### config.mk
export PLATFORM = sky130hd
export DESIGN_NAME = mem_ctrl
export DESIGN_NICKNAME = d
export VERILOG_FILES = /design/src/rtl/mem_ctrl.sv
export SDC_FILE = /design/constraint.sdc
export NUM_CORES = 1
export LEC_CHECK = 0
export BUFFER_PORTS_ARGS = -buffer_cell sky130_fd_sc_hd__buf_4
export CORE_AREA = 2 2 272 274
export CTS_CLUSTER_SIZE = 14
export DETAILED_ROUTE_END_ITERATION = 12
export DIE_AREA = 0 0 274 276
export PLACE_DENSITY_LB_ADDON = 0.2
export SLEW_MARGIN = 20
export SYNTH_ARGS = -nofsm -noshare
export SYNTH_HDL_FRONTEND = slang
export SYNTH_SLANG_ARGS = --single-unit
### constraint.sdc
create_clock -name clk -period 4.65 [get_ports clk]
set_input_delay 0.2325 -clock clk [delete_from_list [all_inputs] [get_ports clk]]
set_output_delay 0.2325 -clock clk [all_outputs]
set_load 0.05 [all_outputs]
### src/rtl/mem_ctrl.sv
// mem_ctrl: byte-serial controller sharing one 8-bit RAM/IO port between I-cache line fills
// and LSB loads/stores. Define MC_LOAD_ABORT_EN to let rob_clear cancel an in-flight load.
module mem_ctrl #(
    parameter int          LINE_BYTES = 64,
    parameter logic [31:0] IO_BASE    = 32'h30000
) (
    input  logic                    clk,
    input  logic                    rst,
    input  logic                    rdy,
    input  logic [7:0]              mem_din,
    output logic [7:0]              mem_dout,
    output logic [31:0]             mem_a,
    output logic                    mem_wr,
    input  logic                    io_buffer_full,
    input  logic                    if_en,
    input  logic [31:0]             if_pc,
    output logic [8*LINE_BYTES-1:0] if_data,
    output logic                    if_done,
    input  logic                    lsb_en,
    input  logic                    lsb_wr,
    input  logic [31:0]             lsb_addr,
    input  logic [1:0]              lsb_len,
    input  logic [31:0]             lsb_w_data,
    output logic [31:0]             lsb_r_data,
    output logic                    lsb_done,
    input  logic                    rob_clear
);
    localparam int         IDXW    = $clog2(8*LINE_BYTES);
    localparam logic [6:0] LAST_IF = 7'(LINE_BYTES-1);

    typedef enum logic [1:0] {IDLE, IF_READ, LS_READ, LS_WRITE} state_t;

    state_t                  state_q, state_d;
    logic [6:0]              cnt_q, cnt_d, n_q, n_d;
    logic [31:0]             mem_a_q, mem_a_d, addr_q, addr_d;
    logic [31:0]             wdata_q, wdata_d, r_data_q, r_data_d;
    logic [7:0]              dout_q, dout_d;
    logic                    wr_q, wr_d, if_done_q, if_done_d, lsb_done_q, lsb_done_d;
    logic [8*LINE_BYTES-1:0] if_data_q, if_data_d;
    logic [6:0]              len_n;
    logic                    load_kill;

`ifdef MC_LOAD_ABORT_EN
    assign load_kill = rob_clear;
`else
    logic unused_rob_clear;
    assign unused_rob_clear = rob_clear;
    assign load_kill        = 1'b0;
`endif

    always_comb begin
        case (lsb_len)
            2'd0:    len_n = 7'd1;
            2'd1:    len_n = 7'd2;
            default: len_n = 7'd4;
        endcase
    end

    always_comb begin
        state_d    = state_q;
        cnt_d      = cnt_q;
        n_d        = n_q;
        mem_a_d    = mem_a_q;
        addr_d     = addr_q;
        wdata_d    = wdata_q;
        r_data_d   = r_data_q;
        dout_d     = dout_q;
        wr_d       = wr_q;
        if_data_d  = if_data_q;
        if_done_d  = 1'b0;
        lsb_done_d = 1'b0;
        case (state_q)
            IDLE: begin
                // A port whose done pulse is up this cycle is still dropping its en.
                if (lsb_en && !lsb_done_q && lsb_wr) begin
                    if (!(lsb_addr >= IO_BASE && io_buffer_full)) begin
                        addr_d  = lsb_addr;
                        wdata_d = lsb_w_data;
                        n_d     = len_n;
                        mem_a_d = lsb_addr;
                        dout_d  = lsb_w_data[7:0];
                        wr_d    = 1'b1;
                        cnt_d   = 7'd1;
                        state_d = LS_WRITE;
                    end
                end else if (lsb_en && !lsb_done_q && !load_kill) begin
                    n_d     = len_n;
                    mem_a_d = lsb_addr;
                    wr_d    = 1'b0;
                    cnt_d   = 7'd0;
                    state_d = LS_READ;
                end else if (if_en && !if_done_q) begin
                    mem_a_d = if_pc;
                    wr_d    = 1'b0;
                    cnt_d   = 7'd0;
                    state_d = IF_READ;
                end
            end
            IF_READ: begin
                if_data_d[IDXW'({cnt_q, 3'b000}) +: 8] = mem_din;
                if (cnt_q == LAST_IF) begin
                    if_done_d = 1'b1;
                    wr_d      = 1'b0;
                    mem_a_d   = 32'd0;
                    cnt_d     = 7'd0;
                    state_d   = IDLE;
                end else begin
                    cnt_d   = cnt_q + 7'd1;
                    mem_a_d = mem_a_q + 32'd1;
                end
            end
            LS_READ: begin
                if (load_kill) begin
                    wr_d    = 1'b0;
                    mem_a_d = 32'd0;
                    cnt_d   = 7'd0;
                    state_d = IDLE;
                end else begin
                    // First byte clears the upper bytes so short loads come back zero-extended.
                    if (cnt_q == 7'd0) r_data_d = {24'd0, mem_din};
                    else               r_data_d[{cnt_q[1:0], 3'b000} +: 8] = mem_din;
                    if (cnt_q == n_q - 7'd1) begin
                        lsb_done_d = 1'b1;
                        wr_d       = 1'b0;
                        mem_a_d    = 32'd0;
                        cnt_d      = 7'd0;
                        state_d    = IDLE;
                    end else begin
                        cnt_d   = cnt_q + 7'd1;
                        mem_a_d = mem_a_q + 32'd1;
                    end
                end
            end
            LS_WRITE: begin
                if (cnt_q == n_q) begin
                    wr_d       = 1'b0;
                    lsb_done_d = 1'b1;
                    cnt_d      = 7'd0;
                    state_d    = IDLE;
                end else if (addr_q >= IO_BASE && io_buffer_full) begin
                    wr_d = 1'b0;
                end else begin
                    mem_a_d = addr_q + {25'd0, cnt_q};
                    dout_d  = wdata_q[{cnt_q[1:0], 3'b000} +: 8];
                    wr_d    = 1'b1;
                    cnt_d   = cnt_q + 7'd1;
                end
            end
            default: state_d = IDLE;
        endcase
    end

    always_ff @(posedge clk or negedge rst) begin
        if (!rst) begin
            state_q    <= IDLE;
            cnt_q      <= '0;
            n_q        <= '0;
            mem_a_q    <= '0;
            addr_q     <= '0;
            wdata_q    <= '0;
            r_data_q   <= '0;
            dout_q     <= '0;
            wr_q       <= 1'b0;
            if_done_q  <= 1'b0;
            lsb_done_q <= 1'b0;
            if_data_q  <= '0;
        end else if (rdy) begin
            state_q    <= state_d;
            cnt_q      <= cnt_d;
            n_q        <= n_d;
            mem_a_q    <= mem_a_d;
            addr_q     <= addr_d;
            wdata_q    <= wdata_d;
            r_data_q   <= r_data_d;
            dout_q     <= dout_d;
            wr_q       <= wr_d;
            if_done_q  <= if_done_d;
            lsb_done_q <= lsb_done_d;
            if_data_q  <= if_data_d;
        end
    end

    // Masking with rdy keeps a frozen write cycle from committing the same byte repeatedly.
    assign mem_wr     = wr_q & rdy;
    assign mem_a      = mem_a_q;
    assign mem_dout   = dout_q;
    assign if_data    = if_data_q;
    assign if_done    = if_done_q;
    assign lsb_r_data = r_data_q;
    assign lsb_done   = lsb_done_q;

endmodule

==> summary.md <==
| Metric | Value |
|---|---|
| Hold Path Class | input pin to flop |
| Critical path launch point type | flop |
| Initial drt markers | 1718 |
| Synth top area cells | dfrtp_1, mux2_2, nand2_1 |
| List of most frequent post-synthesis cells | dfrtp_1, mux2_2, nand2_1 |
| Max Root-Sink Buffers | 3 |
| Post-synth EDFFs | 0 |
| CTS sink cnt | 663 |
| Top delay family on crit path | simple AND/OR/NAND/NOR gates |
| Post-Syn Area | 28900 um^2 |
| # IOs | 701 |
| Port Buf Inserts | 699 |
| Ys flop type | dfrtp_1 |
| Global-route wire length before repair | 159000 um |
| # hold bufs at CTS | 69 |
| Fin crit share | 78.9% |
| Die Y | 276 um |
| R2r setup slk | 980 ps |
| Final ANT Viol Nets | 0 |
| Share of layout cells above drive strength 1 | 40.5% |
| Residual DRC | 0 |
| Ys Warns | 0 |
| Via Count | 23200 |
| RSZ-0062 raised after global routing | no |
| Sequential cell area fraction in the yosys report | 57.3% |
| Detailed Place HPWL | 75900 um |
| Clock transition at path regs | 60 ps |
| Top-count cell post-synth | dfrtp_1 |
| Number of global-route vias before repair | 24200 |
| Detailed-route wire length per cell | 25.1 um |
| Minimum clock period | 3670 ps |
| WS Path Type | flop to flop |
| Setup Total Neg Slack | 0 ps |
| Yosys reg bits | 663 |
| CTS tree | yes |
| Synth Instances | 2474 |
| Distinct cells, synth | 79 |
| Power per cell area | 654 nW/um^2 |
| Yosys top cell by area | dfrtp_1 |
| Num CTS Buffers | 75 |
| Critical Path AT | 4170 ps |
| Root Buffer | clkbuf_16 |
| Largest net degree at the start of global routing | 146 |
| WHS | 89.0 ps |
| Final hold vios | 0 |
| Max Slew Vio Count | 0 |
| Cell row count | 99 |
| Crit end category | flop |
| Min-delay src | if_pc[11] |
| Worst Setup SP | cnt_q[0] |
| WP buf/inv | 2 |
| Final #Nets | 3333 |
| Leakage | 0.0189 uW |
| Initial antenna violation count | 2 |
| Postcts setup bufs | 0 |
| Final wirelength | 106000 um |
| Worst Path Max Fanout | 14 |
| CTS HTree Levels | 3 |
| Synth Area per Inst | 11.7 um^2 |
| Total GRT Usage | 27.7% |
| Critical-path cell list | inv_1, ha_1, nor3b_1, xor2_1, o21ai_1, buf_4, or2_1, nor2_2, mux2_2 |
| P&R area growth vs syn | 32.7% |
| Slew margin rel. | 28.7% |
| Drt via density | 5.51 |
| CP max stage cell | or2_1 |
| Final Skew | 33.2 ps |
| Ys async rst share | 100% |
| Status | finished clean |
| Req. time, crit path | 5150 ps |
| Fmax | 0.273 GHz |
| GRT overflow | 0 |
| Post-CTS resize count | 0 |
| VDD IR-drop max | 766 uV |
| 1st-pass router iterations | 5 |
| Max incr delay on CP | 580 ps |
| Share of the synthesized area in the top cell type | 57.3% |
| Core box area | 72600 um^2 |
| Worst reg2reg startpoint | cnt_q[0] |
| DIE WIDTH | 274 um |
| Setup-failing EPs final | 0 |
| GPL Wtd Cong | 0.874 |
| Die area | 75600 um^2 |
| Initial Utilization | 39.9% |
| Worst slew pin tran | 1060 ps |
| # Max-Cap Violations | 0 |
| Clk_lat worst skew | 630 ps |
| Synthesized Nets | 2605 |
==> flip-flops by register name, summed over array words and instances, names as in the netlist <==
| signal | count |
|---|---|
| if_data | 512 |
| addr_q | 32 |
| lsb_r_data | 32 |
| mem_a | 32 |
| wdata_q | 32 |
| mem_dout | 8 |
| cnt_q | 7 |
| n_q | 3 |
| state_q | 2 |
| if_done | 1 |
| lsb_done | 1 |
| wr_q | 1 |
==> per-stage QoR <==
| stage | util, % | worst slack [ps] | area, um^2 | total power, uW | std cells |
|---|---|---|---|---|---|
| after CTS | 52.9 | 958 | 38400 | 25200 | 4217 |
| after global routing | 52.9 | 712 | 38400 | 26200 | 4219 |
| after detailed placement | 48.4 | 959 | 35100 | 19000 | 4015 |
| after floorplan | - | 1310 | 28900 | 14900 | 2474 |
| after global placement | 48.4 | 1110 | 35100 | 18800 | 4015 |
| final | 52.9 | 981 | 38400 | 25100 | 4220 |
==> worst paths after layout <==
path / endpoint / depth (start not counted)
max: if_data[425] / 9
max in group asynchronous: if_data[484] / 3
max reg2reg: if_data[425] / 9
min reg2reg: if_data[351] / 2
min in group asynchronous: if_data[116] / 2
min: mem_a[11] / 5
==> tightest hold or removal path, delay by kind of cell <==
| kind | cells | cell delay [ps] |
|---|---|---|
| AO/OA/AOI/OAI | 3 | 300 |
| buffers and inverters | 1 | 80 |
| multiplexers | 1 | 60 |
==> report_power, final <==
group | switching (uW) | internal (uW)
clock network | 2520 | 3620
registers | 979 | 6970
logic | 7920 | 3110
total | 11400 | 13700
==> final cells by class <==
type	instances	area (um^2)
tap	959	1200
multi-input combinational	1635	11700
antenna	3	7.51
sequential	663	16600
clock inverter	28	390
inverter	22	82.6
fill	6460	34200
timing repair buffer	805	6300
clock buffer	105	2160
==> kinds of logic (layout without fill, tap and decap cells) <==
family          count (synthesis)  count (layout)  synth area share, %
buf+inv                       176             960                 2.54
other cells                     0               3                    0
fa+ha+maj                      17              17                0.761
mux                           442             442                 17.4
compound gates                425             425                 9.33
flops                         663             663                 57.3
xor+xnor                       34              34                 1.06
simple gates                  717             717                 11.6
==> per-layer routing <==
metal  share of wire, %  vias up  global-route usage (%)  wire length (um)
met2                 49      830                    47.0             52500
li1                   -    10300                       -                 -
met5                  0        -                       0                 0
met4                3.7        0                    10.3              3970
met1                 40    11900                    34.2             42000
met3                7.2      191                    6.72              7620
==> cells in the final DEF, fill, tap and decap left out, types with 16 or more instances in the layout <==
cell type,synthesis,routed
inv_1,22,22
o41ai_1,16,16
nand3_1,56,56
o31ai_1,50,49
nand2_1,361,361
xor2_1,24,23
nor2_1,103,101
nor3_1,22,22
dfrtp_1,663,663
nor4_1,22,22
dlygate4sd3_1,0,69
mux2_2,412,412
o32ai_1,16,16
buf_4,4,729
clkbuf_16,0,77
nand4_1,24,24
a21oi_1,47,47
a22o_1,21,21
o21ai_0,187,187
mux2i_1,22,22
and3_1,20,20
ha_1,16,16
nand2b_1,18,18
Power figures use the tool's default switching activity.
